**src/rtl/fetch_stage_pkg.sv**
```systemverilog
// Shared CPU definitions used by the fetch stage: FSM encodings, bubble word,
// PC increment and word-alignment helper.
package fetch_stage_pkg;

  typedef enum logic {
    ST_RUN    = 1'b0,
    ST_HALTED = 1'b1
  } fetch_state_e;

  localparam logic [31:0] NOP_IR_DEFAULT = 32'h0000_0000;
  localparam logic [31:0] PC_INCR        = 32'd4;
  localparam logic [31:0] PC_ALIGN_MASK  = 32'hFFFF_FFFC;

  function automatic logic [31:0] pc_align(input logic [31:0] a);
    return a & PC_ALIGN_MASK;
  endfunction

endpackage

```
**src/rtl/fetch_stage_pc_reg.sv**
```systemverilog
// Program counter with hold > load > sequential priority; every load is
// forced onto a word boundary and the increment wraps modulo 2^32.
module pc_reg
  import fetch_stage_pkg::*;
#(
  parameter logic [31:0] RESET_PC = 32'h0000_0000
) (
  input  logic        clk,
  input  logic        rst,
  input  logic        i_hold,
  input  logic        i_load,
  input  logic [31:0] i_load_pc,
  output logic [31:0] o_pc,
  output logic [31:0] o_pc_plus4
);

  logic [31:0] r_pc;
  logic [31:0] w_pc_next;
  logic [31:0] w_pc_plus4;

  assign w_pc_plus4 = r_pc + PC_INCR;

  always_comb begin
    w_pc_next = r_pc;
    if (i_hold) begin
      w_pc_next = r_pc;
    end else if (i_load) begin
      w_pc_next = i_load_pc;
    end else begin
      w_pc_next = w_pc_plus4;
    end
  end

  always_ff @(posedge clk) begin
    if (rst) begin
      r_pc <= RESET_PC;
    end else begin
      r_pc <= pc_align(w_pc_next);
    end
  end

  assign o_pc       = r_pc;
  assign o_pc_plus4 = w_pc_plus4;

endmodule

```
**src/rtl/fetch_stage.sv**
```systemverilog
// Instruction fetch stage: PC, IF/ID pipeline register, RUN/HALTED control
// and statistics counters.
module fetch_stage
  import fetch_stage_pkg::*;
#(
  parameter logic [31:0] RESET_PC = 32'h0000_0000,
  parameter logic [31:0] NOP_IR   = NOP_IR_DEFAULT
) (
  input  logic        clk,
  input  logic        rst,
  input  logic        stall,
  input  logic        redirect,
  input  logic [31:0] redirect_pc,
  input  logic        halt,
  output logic [31:0] imem_addr,
  input  logic [31:0] imem_data,
  output logic [31:0] pc_id,
  output logic [31:0] pc1_id,
  output logic [31:0] ir_id,
  output logic        valid_id,
  output logic [31:0] cycle_cnt,
  output logic [31:0] redir_cnt,
  output logic [31:0] stall_cnt,
  output logic        halted
);

  fetch_state_e r_state;
  fetch_state_e w_state_next;

  logic        w_run;
  logic        w_halt_take;
  logic        w_redirect_take;
  logic        w_seq_take;
  logic        w_pc_hold;
  logic        w_halted;
  logic [31:0] w_pc;
  logic [31:0] w_pc_plus4;

  logic [31:0] r_pc_id;
  logic [31:0] r_pc1_id;
  logic [31:0] r_ir_id;
  logic        r_valid_id;
  logic [31:0] r_cycle_cnt;
  logic [31:0] r_redir_cnt;
  logic [31:0] r_stall_cnt;

  // Halt outranks stall, which outranks redirect.
  assign w_run           = (r_state == ST_RUN);
  assign w_halt_take     = w_run && halt;
  assign w_redirect_take = w_run && !halt && !stall && redirect;
  assign w_seq_take      = w_run && !halt && !stall && !redirect;
  assign w_pc_hold       = !w_run || halt || stall;

  pc_reg #(
    .RESET_PC (RESET_PC)
  ) u_pc_reg (
    .clk        (clk),
    .rst        (rst),
    .i_hold     (w_pc_hold),
    .i_load     (redirect),
    .i_load_pc  (redirect_pc),
    .o_pc       (w_pc),
    .o_pc_plus4 (w_pc_plus4)
  );

  always_ff @(posedge clk) begin
    if (rst) begin
      r_state <= ST_RUN;
    end else begin
      r_state <= w_state_next;
    end
  end

  always_comb begin
    w_state_next = r_state;
    w_halted     = 1'b0;
    case (r_state)
      ST_RUN: begin
        if (halt) begin
          w_state_next = ST_HALTED;
        end
      end
      ST_HALTED: begin
        w_halted = 1'b1;
      end
      default: begin
        w_state_next = ST_RUN;
      end
    endcase
  end

  // IF/ID register: a halt edge or an accepted redirect squashes the fetch.
  always_ff @(posedge clk) begin
    if (rst) begin
      r_pc_id    <= 32'h0;
      r_pc1_id   <= 32'h0;
      r_ir_id    <= NOP_IR;
      r_valid_id <= 1'b0;
    end else if (w_halt_take || w_redirect_take) begin
      r_pc_id    <= 32'h0;
      r_pc1_id   <= 32'h0;
      r_ir_id    <= NOP_IR;
      r_valid_id <= 1'b0;
    end else if (w_seq_take) begin
      r_pc_id    <= w_pc;
      r_pc1_id   <= w_pc_plus4;
      r_ir_id    <= imem_data;
      r_valid_id <= 1'b1;
    end
  end

  always_ff @(posedge clk) begin
    if (rst) begin
      r_cycle_cnt <= 32'h0;
      r_redir_cnt <= 32'h0;
      r_stall_cnt <= 32'h0;
    end else if (w_run) begin
      r_cycle_cnt <= r_cycle_cnt + 32'd1;
      if (stall) begin
        r_stall_cnt <= r_stall_cnt + 32'd1;
      end
      if (w_redirect_take) begin
        r_redir_cnt <= r_redir_cnt + 32'd1;
      end
    end
  end

  assign imem_addr = w_pc;
  assign pc_id     = r_pc_id;
  assign pc1_id    = r_pc1_id;
  assign ir_id     = r_ir_id;
  assign valid_id  = r_valid_id;
  assign cycle_cnt = r_cycle_cnt;
  assign redir_cnt = r_redir_cnt;
  assign stall_cnt = r_stall_cnt;
  assign halted    = w_halted;

endmodule

```
**config.mk**
```make
export PLATFORM = sky130hd
export DESIGN_NAME = fetch_stage
export DESIGN_NICKNAME = d
export VERILOG_FILES = /design/src/rtl/fetch_stage_pkg.sv /design/src/rtl/fetch_stage_pc_reg.sv /design/src/rtl/fetch_stage.sv
export SDC_FILE = /design/constraint.sdc
export NUM_CORES = 1
export LEC_CHECK = 0
export CAP_MARGIN = 15
export CORE_MARGIN = 2
export CORE_UTILIZATION = 35
export DETAILED_ROUTE_END_ITERATION = 10
export PLACE_DENSITY_LB_ADDON = 0.15
export SYNTH_ARGS = -nofsm -noshare
export SYNTH_HDL_FRONTEND = slang
export SYNTH_SLANG_ARGS = --single-unit
```
**constraint.sdc**
```tcl
create_clock -name clk -period 3.4 [get_ports clk]
set_clock_uncertainty 0.2 [all_clocks]
set_input_delay 0.68 -clock clk [delete_from_list [all_inputs] [get_ports clk]]
set_output_delay 0.68 -clock clk [all_outputs]
set_load 0.02 [all_outputs]
```
==> metrics.cfg <==
[setup_path]
worst_setup_path_start_kind = flop
worst_ep_arrival_time_ns = 1.98
cp.required_ns = 2.52
crit_fanout = 10
critPathCaptureType = primary output
critical_path_class = reg -> out

[timing]
finalHoldViolations = 0
finalCriticalPeriod_ns = 2.86
post-route-worst-setup-slack_ns = 0.542
relSlewSlack_pct = 51.4
rsz0062_at_grt = false
tns_ns = 0
finalSetupViolations = 0
min_period_over_period_pct = 84.1
fmax_mhz = 350
worst_slew_pin_slew_ns = 0.729
slew_viol_final = 0

[floorplanning]
row_count = 61
die_x_um = 171
die_h_um = 171
core_area_mm2 = 0.0276
pin_count = 295
die-area_mm2 = 0.0293
start_util_pct = 35.4

[grt]
grt_pass1_vias = 8746
grt_util_all_layers_pct = 19.3
grt_max_degree = 93
grt_antenna_before_repair = 0
grt_overflow = 0
grt_pass1_wl_mm = 46.2

[clocking]
postCtsHoldBufs = 0
cts_tree = yes
cts_buffers = 25
insertion_delay_ns = 0.53
ctsResizeCount = 0
cts_max_path_buffers = 3
cts-root-buf = clkbuf_16
clock_sinks = 220
cts_setup_buffers = 0
htreeDepth = 1
path_clk_slew_ns = 0.06

[layout]
layout_common_cells = clkdlybuf4s50_1 (284), dfxtp_1 (220), nand2_1 (191)
fill_cells = 2701
diodes = 0
final_common_cell = clkdlybuf4s50_1
seq_area_mm2 = 0.00440
multi_input_area_mm2 = 0.00496
areaGrowthSynthToFinish_pct = 43.2
finalNetCount = 1546
drive_gt1_share_pct = 6.77

[status]
status = finished clean

[placement]
io_buffers = 286
place_ws_ns = 0.185
gp_congestion = 0.807
hpwl_mm = 20.1

[route]
post_drt_wl_per_cell_um = 15.7
ant_nets = 0
drt_iter0_markers = 471
dr.pass1.iters = 5
wirelength_mm = 29.3
num_vias = 9373
drc = 0
viasPerCell = 5.01

[worst_hold_path]
hold_class = reg -> reg

[synth]
synthCells = 1204
synth_edf_count = 0
synthDistinctLibCells = 52
yosys_register_bits = 220
synth-async-reset-ratio_pct = 0
syn_area_mm2 = 0.00978
yosysWarnings = 0
synth-seq-area-share_pct = 45.0
syn_area_per_cell_um2 = 8.12
ys.flop_type = dfxtp_1

[pwr]
powerDensity_mw_per_mm2 = 435
peakVddDrop_mv = 0.280
leakage_nw = 4.55

[run]
max-cap-violations = 0

## per-stage QoR
stage	instance area, um2	hold WS (ns)	instances	utilization [%]	total power, mW
2_1_floorplan	9800	0.333	1209	-	2.93
6_report	14000	0.251	1870	50.7	6.09
3_3_place_gp	13100	0.241	1824	47.4	3.16
4_1_cts	14000	0.254	1870	50.7	6.18
5_1_grt	14000	0.268	1870	50.7	6.32
3_5_place_dp	13100	0.246	1824	47.4	3.16
## registers in the layout, indices dropped and copies added (netlist names)
name           flops
cycle_cnt         32
ir_id             32
redir_cnt         32
stall_cnt         32
pc1_id            30
pc_id             30
u_pc_reg.o_pc     30
r_state            1
valid_id           1
## path summary, 6_finish.rpt
check / start / endpoint / slack [ns] / cells after the start
worst max-delay path: r_state / halted / 0.54 / 2
worst min-delay path: ir_id[10] / ir_id[10] / 0.25 / 2
worst max register to register: u_pc_reg.o_pc[2] / u_pc_reg.o_pc[26] / 0.55 / 6
worst min register to register: ir_id[10] / ir_id[10] / 0.25 / 2
## cell families (layout without fill, tap and decap cells)
group	Yosys count	in the layout	share of synthesized area (%)
and+or+nand+nor	547	547	27.1
DFF	220	220	45.0
AOI/OAI and AO/OA	217	217	13.4
buffers and inverters	113	396	4.71
xor gates and xnor gates	97	97	8.69
muxes	5	5	0.512
adders and majority gates	4	4	0.512
other	1	6	0.0384
## area by class of cell
class | count | share of cell area (%)
multi-input combinational | 876 | 35.4
clock buffer | 33 | 4.97
sequential | 220 | 31.5
inverter | 29 | 0.777
tap | 378 | 3.38
clock inverter | 13 | 1.56
timing repair buffer | 321 | 22.4
## per-layer routing
| layer | track usage [%] | vias to the layer above | share of wire (%) |
|---|---|---|---|
| met4 | 5.23 | 0 | 2.4 |
| met2 | 30.9 | 273 | 44 |
| met3 | 5.32 | 50 | 8.0 |
| li1 | - | 4708 | - |
| met1 | 25.5 | 4342 | 45 |
| met5 | 0 | - | 0 |
## cells in the mapped netlist (3+ instances only)
library cell	n	area, um2
a21o_1	6	45.0
and3_1	17	106
a211oi_1	26	195
mux2i_1	5	50.1
nor4_1	23	144
nor3_1	32	160
a22oi_1	6	45.0
o31ai_1	10	75.1
a22o_1	6	52.6
or3_1	22	138
xor2_1	33	289
a31o_2	4	35.0
ha_1	4	50.1
nand2_1	192	721
or4_1	4	30.0
and2_1	5	31.3
nand3_1	47	235
o41ai_1	4	35.0
buf_2	5	25.0
nor2b_1	4	25.0
or4b_2	3	30.0
nand3b_1	3	22.5
nor4_2	3	37.5
a32o_1	3	30.0
dfxtp_1	220	4400
clkbuf_1	69	259
a31oi_1	11	68.8
nand4_1	32	200
or4_4	3	33.8
nor2_1	132	495
inv_1	27	101
xnor2_1	64	561
o21ai_0	30	150
buf_4	8	60.1
a21oi_1	104	521
and4_1	15	131
## report_power, final
group	switching [mW]	internal [mW]
combinational	0.241	0.199
sequential	0.0438	2.61
clock	1.10	1.89
## critical path, cell delays in order (launching register included)
cell	delay, ns
dfxtp_1	0.59
buf_4	0.25
clkdlybuf4s50_1	0.61
Power figures use the tool's default switching activity.
